[src/rtl/tbird_lights_param.sv]
// Thunderbird tail-light sequencer: N_LAMPS lamps per side, a step prescaler,
// and a brake overlay on top of the registered turn/hazard pattern.
module tbird_lights_param #(
  parameter int N_LAMPS = 3,
  parameter int DIV     = 1
) (
  input  logic               clk,
  input  logic               rst_b,
  input  logic               left,
  input  logic               right,
  input  logic               haz,
  input  logic               brake,
  output logic [N_LAMPS-1:0] l_lights,
  output logic [N_LAMPS-1:0] r_lights,
  output logic               busy
);

  localparam int CW = (DIV > 1) ? $clog2(DIV) : 1;

  typedef enum logic [1:0] {IDLE, TURN_L, TURN_R, HAZ} state_t;

  state_t             state;
  logic [CW-1:0]      cnt;
  logic               tick;
  logic [N_LAMPS-1:0] l_pat;
  logic [N_LAMPS-1:0] r_pat;

  assign tick = (cnt == CW'(DIV - 1));

  // The lamp pattern is a thermometer code, so its top bit marks the last step.
  always_ff @(posedge clk or negedge rst_b) begin
    if (!rst_b) begin
      state <= IDLE;
      cnt   <= '0;
      l_pat <= '0;
      r_pat <= '0;
      busy  <= 1'b0;
    end else begin
      cnt <= tick ? '0 : cnt + CW'(1);
      if (tick) begin
        unique case (state)
          IDLE: begin
            if (haz || (left && right)) begin
              state <= HAZ;
              l_pat <= '1;
              r_pat <= '1;
              busy  <= 1'b1;
            end else if (left) begin
              state <= TURN_L;
              l_pat <= N_LAMPS'(1);
              busy  <= 1'b1;
            end else if (right) begin
              state <= TURN_R;
              r_pat <= N_LAMPS'(1);
              busy  <= 1'b1;
            end
          end
          TURN_L: begin
            if (haz) begin
              state <= HAZ;
              l_pat <= '1;
              r_pat <= '1;
            end else if (l_pat[N_LAMPS-1]) begin
              state <= IDLE;
              l_pat <= '0;
              busy  <= 1'b0;
            end else begin
              l_pat <= {l_pat[N_LAMPS-2:0], 1'b1};
            end
          end
          TURN_R: begin
            if (haz) begin
              state <= HAZ;
              l_pat <= '1;
              r_pat <= '1;
            end else if (r_pat[N_LAMPS-1]) begin
              state <= IDLE;
              r_pat <= '0;
              busy  <= 1'b0;
            end else begin
              r_pat <= {r_pat[N_LAMPS-2:0], 1'b1};
            end
          end
          HAZ: begin
            state <= IDLE;
            l_pat <= '0;
            r_pat <= '0;
            busy  <= 1'b0;
          end
          default: begin
            state <= IDLE;
            l_pat <= '0;
            r_pat <= '0;
            busy  <= 1'b0;
          end
        endcase
      end
    end
  end

  // Brake lights every side not turning; gated by rst_b so reset blanks all lamps at once.
  assign l_lights = l_pat | {N_LAMPS{brake && rst_b && (state != TURN_L)}};
  assign r_lights = r_pat | {N_LAMPS{brake && rst_b && (state != TURN_R)}};

endmodule

[config.mk]
export PLATFORM = sky130hd
export DESIGN_NAME = tbird_lights_param
export DESIGN_NICKNAME = d
export VERILOG_FILES = /design/src/rtl/tbird_lights_param.sv
export SDC_FILE = /design/constraint.sdc
export NUM_CORES = 1
export LEC_CHECK = 0
export ABC_AREA = 1
export BUFFER_PORTS_ARGS = -buffer_cell sky130_fd_sc_hd__buf_2
export CELL_PAD_IN_SITES_DETAIL_PLACEMENT = 1
export CELL_PAD_IN_SITES_GLOBAL_PLACEMENT = 1
export CORE_MARGIN = 5
export CORE_UTILIZATION = 36
export DETAILED_ROUTE_END_ITERATION = 8
export PLACE_DENSITY = 0.79
export SLEW_MARGIN = 20
export SYNTH_ARGS = -nofsm -noshare
export SYNTH_HDL_FRONTEND = slang
export SYNTH_SLANG_ARGS = --single-unit
export TNS_END_PERCENT = 5
[constraint.sdc]
create_clock -name clk -period 1.5 [get_ports clk]
set_clock_uncertainty 0.05 [all_clocks]
set_input_delay 0.3 -clock clk [delete_from_list [all_inputs] [get_ports clk]]
set_output_delay 0.3 -clock clk [all_outputs]
set_load 0.02 [all_outputs]
**After elaboration in Yosys (flattened, before gate mapping)**

Index checks and enable logic that the tools add are counted.
Widths: inputs -> output; s select.

- Bits in registers: 10
- Bits in latches: 0
- Memory bits (writable): 0
- ROM bits: 0
- Input bits: 6
- Word-level logic and storage cells: 65
- Memories: 0

- Add/sub/neg operators: 1
- $mul: 0
- Div/mod/pow operators: 0
- Order comparisons: 0
- Equality and inequality tests: 17
- Shifts and indexed selects: 0
- Multiplexer cells: 29
- Bitwise operators: 3
- Reduce and logical (&&, ||, !) cells: 10

Operators by type and width:

| cell | number |
|---|---|
| $mux 3 | 10 |
| $pmux 3 s4 | 2 |
| $ne 3x3->1 const B | 5 |
| $mux 2 | 7 |
| $ne 2x2->1 const B | 7 |
| $mux 1 | 8 |
| $pmux 2 s4 | 1 |
| $reduce_and 4->1 | 2 |
| $or 3x3->3 | 2 |
| $reduce_and 6->1 | 1 |
| $eq 2x2->1 const B | 2 |
| $logic_and 1x1->1 | 4 |
| $ne 4x4->1 const B | 1 |
| $pmux 1 s4 | 1 |
| $reduce_and 3->1 | 1 |
| $eq 2x1->1 const B | 1 |
| $logic_not 2->1 | 1 |
| $ne 2x1->1 const B | 1 |
| $add 1x1->1 const B | 1 |
| $logic_or 1x1->1 | 1 |
| $not 1->1 | 1 |

**Longest topological paths before layout**

- Depth after elaboration: 4
- Depth in mapped cells: 8
- Depth with buffers taken out: 8

**Worst setup path after synthesis**

No wires, ideal clock.

- Kind: reg2out
- Start: reg state[0]
- End: out r_lights[0]
- Arrival time: 1.034 ns
- Required time: 1.150 ns
- Slack: 0.116 ns
- Cell stages (with the launch flop): 6
- Path through: dfrtp_1 -> inv_1 -> ha_1 -> inv_1 -> nand3_1 -> nand2_1

- Longest elaborated chain between the ends: 3

RTL lines:

| what | line | source |
|---|---|---|
| start, declared | 22 | `state_t state;` |
| start signal, assigned | 33 | `state <= IDLE;` |
| start signal, assigned | 44 | `state <= HAZ;` |
| start signal, assigned | 49 | `state <= TURN_L;` |
| $ne 2x2->1 | 103 | `assign r_lights = r_pat \| {N_LAMPS{brake && rst_b && (state != TURN_R)}};` |
| $logic_and 1x1->1 | 103 |  |
| $or 3x3->3 | 103 |  |
| end, declared | 14 | `output logic [N_LAMPS-1:0] r_lights,` |

Every way passes these cells.

**Worst setup path after layout**

- Start: reg state[1]
- End: out r_lights[2]

Same word-level chain as after synthesis.

==> metrics.txt <==
Cells after Synth=114; nets=160; final setup fails=12; Setup Total Neg Slack=-1270 ps; Critical Setup Path Class=flop to output port; Core Region=1900 µm²; sequential share of the synthesized area=32.4%; # fillers=262; first-pass GRT wire length=4360 µm; die height=54.0 µm; Buffers on Ports=12; final worst slack=-177 ps; Yosys reg bits=9; CTS tree=done; area share of fa/ha/maj cells after synthesis=8.99%; Clock Path Buffers=2; Cell variety after synth=11; share of cells above drive strength 1=36.5%; met3 Use GR=2.49%; Worst Reg2Reg Path Length in Cells=8; Mapped Area=696 µm²; largest family of logic cells by synthesized area=simple AND/OR/NAND/NOR gates; failing checks=setup timing; Design Area, Final=1060 µm²; Crit Path Max Fanout=3; Pre-antenna DRT Iters=4; mean post-synth cell area=6.10 µm²; Clock transition at path regs=80 ps; vias in the first global route=952; worst vdd ir=0.991 mV; RSZ-0062 raised after global routing=yes; Pins Over Slew Limit=0; DRT antenna net count=0; vias per cell=4.87; Tightest Hold Check Type=input pin to async pin; fmax=596 MHz; Inserted Clock Buffers=3; Critical Path End=r_lights[2]; XOR/XNOR Fraction of Synth Area=0%; met1 global-route usage=23.9%; worst reg2reg endpoint=busy; Final min period=1680 ps; Slew HR=84.6%; drt initial violations=6; worst path arrival time=1330 ps; grt total ovfl=0; R2R Path Start=state[1]; Placer Congestion=0.772; post-synthesis compound-gate area fraction=5.58%; die footprint=2910 µm²; IO Count=13; syn nets=125; Cell Area, Placed=857 µm²; leakage power=0.000603 µW; Ys Warns=0; H-Tree Depth=1; gr usage total=21.6%; Critical Path RT=1150 ps; max cap viols=0; Root Driver=clkbuf_4; post-synthesis simple-gate area fraction=43.3%; Hold Vio Cnt, Final=0; Detailed Place HPWL=1710 µm; critical path capture point type=output port; Tightest Pin Transition=231 ps; DRC errors left=0; largest net degree at the start of global routing=9; GRT busiest layer=met2; # clock sinks=9; drt wl/cell=14.7 µm; # diodes=0; GR Layer Usage met2=38.7%; CP startpoint=state[1]; Worst R2R Setup Slack=-70 ps; Power Density=2310 nW/µm²; DR vias=853; run status=finished, violations left; Rows=16; Layout area overhead=52.3%; WL final=2570 µm; Initial Util=36.6%; WHS=421 ps; Tcrit/Tclk final=112%; Startpoint Class=flop; Util after Layout=55.7%; worst-skew pair later-pin latency=280 ps; antenna violations before repair=0; Die X=54.0 µm; mux contribution to synthesized area=0%
[synthesized netlist by cell type]
cell / count / share of area (%)
nor2_2: 2 / 1.8
a21oi_1: 2 / 1.4
dfrtp_1: 9 / 32
inv_2: 1 / 0.54
nor2_1: 10 / 5.4
inv_1: 17 / 9.2
nand3_1: 12 / 8.6
ha_1: 5 / 9.0
o21ai_2: 1 / 1.3
o21ai_0: 4 / 2.9
nand2_1: 51 / 28
[worst min-delay path by stage]
stage                     startpoint  endpoint  slack [ps]  depth (start not counted)
after floorplan                rst_b      busy         -50                          0
after global placement         rst_b  l_pat[1]          90                          1
after detailed placement       rst_b  l_pat[1]          90                          1
after CTS                       busy      busy         430                          2
after global routing           rst_b  l_pat[0]         450                          2
final                          rst_b  l_pat[1]         420                          2
[critical path, cell delays in order, from the launching register on]
cell	delay, ps
dfrtp_1	410
buf_6	130
ha_4	160
inv_4	60
nand3_4	90
nand2_2	80
buf_6	110
[layer usage]
layer	routed length, µm	vias to the layer above
met5	0	-
met4	97	0
met3	59	11
met2	1360	21
met1	1050	405
li1	-	416
[cell families after synthesis]
group,Yosys count
adders and majority gates,5
buffers and inverters,18
and+or+nand+nor,75
AOI/OAI and AO/OA,7
DFF,9
[cell type report]
type                    instances  area (µm²)  area share [%]
flip-flops and latches          9         225            21.3
well taps                      27        33.8            3.19
repair buffers                 30         234            22.1
inverters                      18        70.1            6.61
clock buffers                   4        26.3            2.48
multi-input cells              87         470            44.4
[state kept, by name, summed over array words and instances, names as in the netlist]
name	flops
busy	1
state	2
r_pat	3
l_pat	3
[cells in the final DEF, fill, tap and decap left out]
| master | n |
|---|---|
| buf_6 | 5 |
| ha_2 | 2 |
| dlygate4sd3_1 | 2 |
| nand3_2 | 1 |
| clkbuf_4 | 3 |
| nor2_1 | 9 |
| o21ai_0 | 4 |
| ha_1 | 2 |
| nand2_2 | 7 |
| nor2_4 | 1 |
| nand2_4 | 1 |
| nand2_1 | 43 |
| clkbuf_1 | 1 |
| ha_4 | 1 |
| buf_4 | 17 |
| inv_4 | 1 |
| a21oi_1 | 2 |
| dfrtp_1 | 9 |
| inv_2 | 5 |
| o21ai_2 | 1 |
| inv_1 | 12 |
| nor2_2 | 2 |
| nand3_1 | 10 |
| nand3_4 | 1 |
| buf_2 | 6 |
[where the power goes]
group	switching, µW	leakage (µW)	total (µW)	internal (µW)
Combinational	1000	0.000481	1780	776
Sequential	78.2	0.000108	452	374
Clock	117	0.0000150	220	103
[repair_timing]
item                       4_1_cts  5_1_grt
gates cloned                     0        0
hold buffers                     2        0
hold endpoints to repair         4        0
setup endpoints to repair       10       15
gates resized for setup         28        7
setup buffers                    6        1
pin swaps                        3        1
[metrics by stage]
| stage | cells | setup slack (ps) | total power, µW |
|---|---|---|---|
| 6_report | 175 | -177 | 2450 |
| 5_1_grt | 175 | -221 | 2670 |
| 4_1_cts | 174 | -150 | 2350 |
| 3_5_place_dp | 162 | -50.3 | 1780 |
| 3_3_place_gp | 162 | 29.2 | 1730 |
| 2_1_floorplan | 114 | 116 | 1300 |
Power figures use the tool's default switching activity.
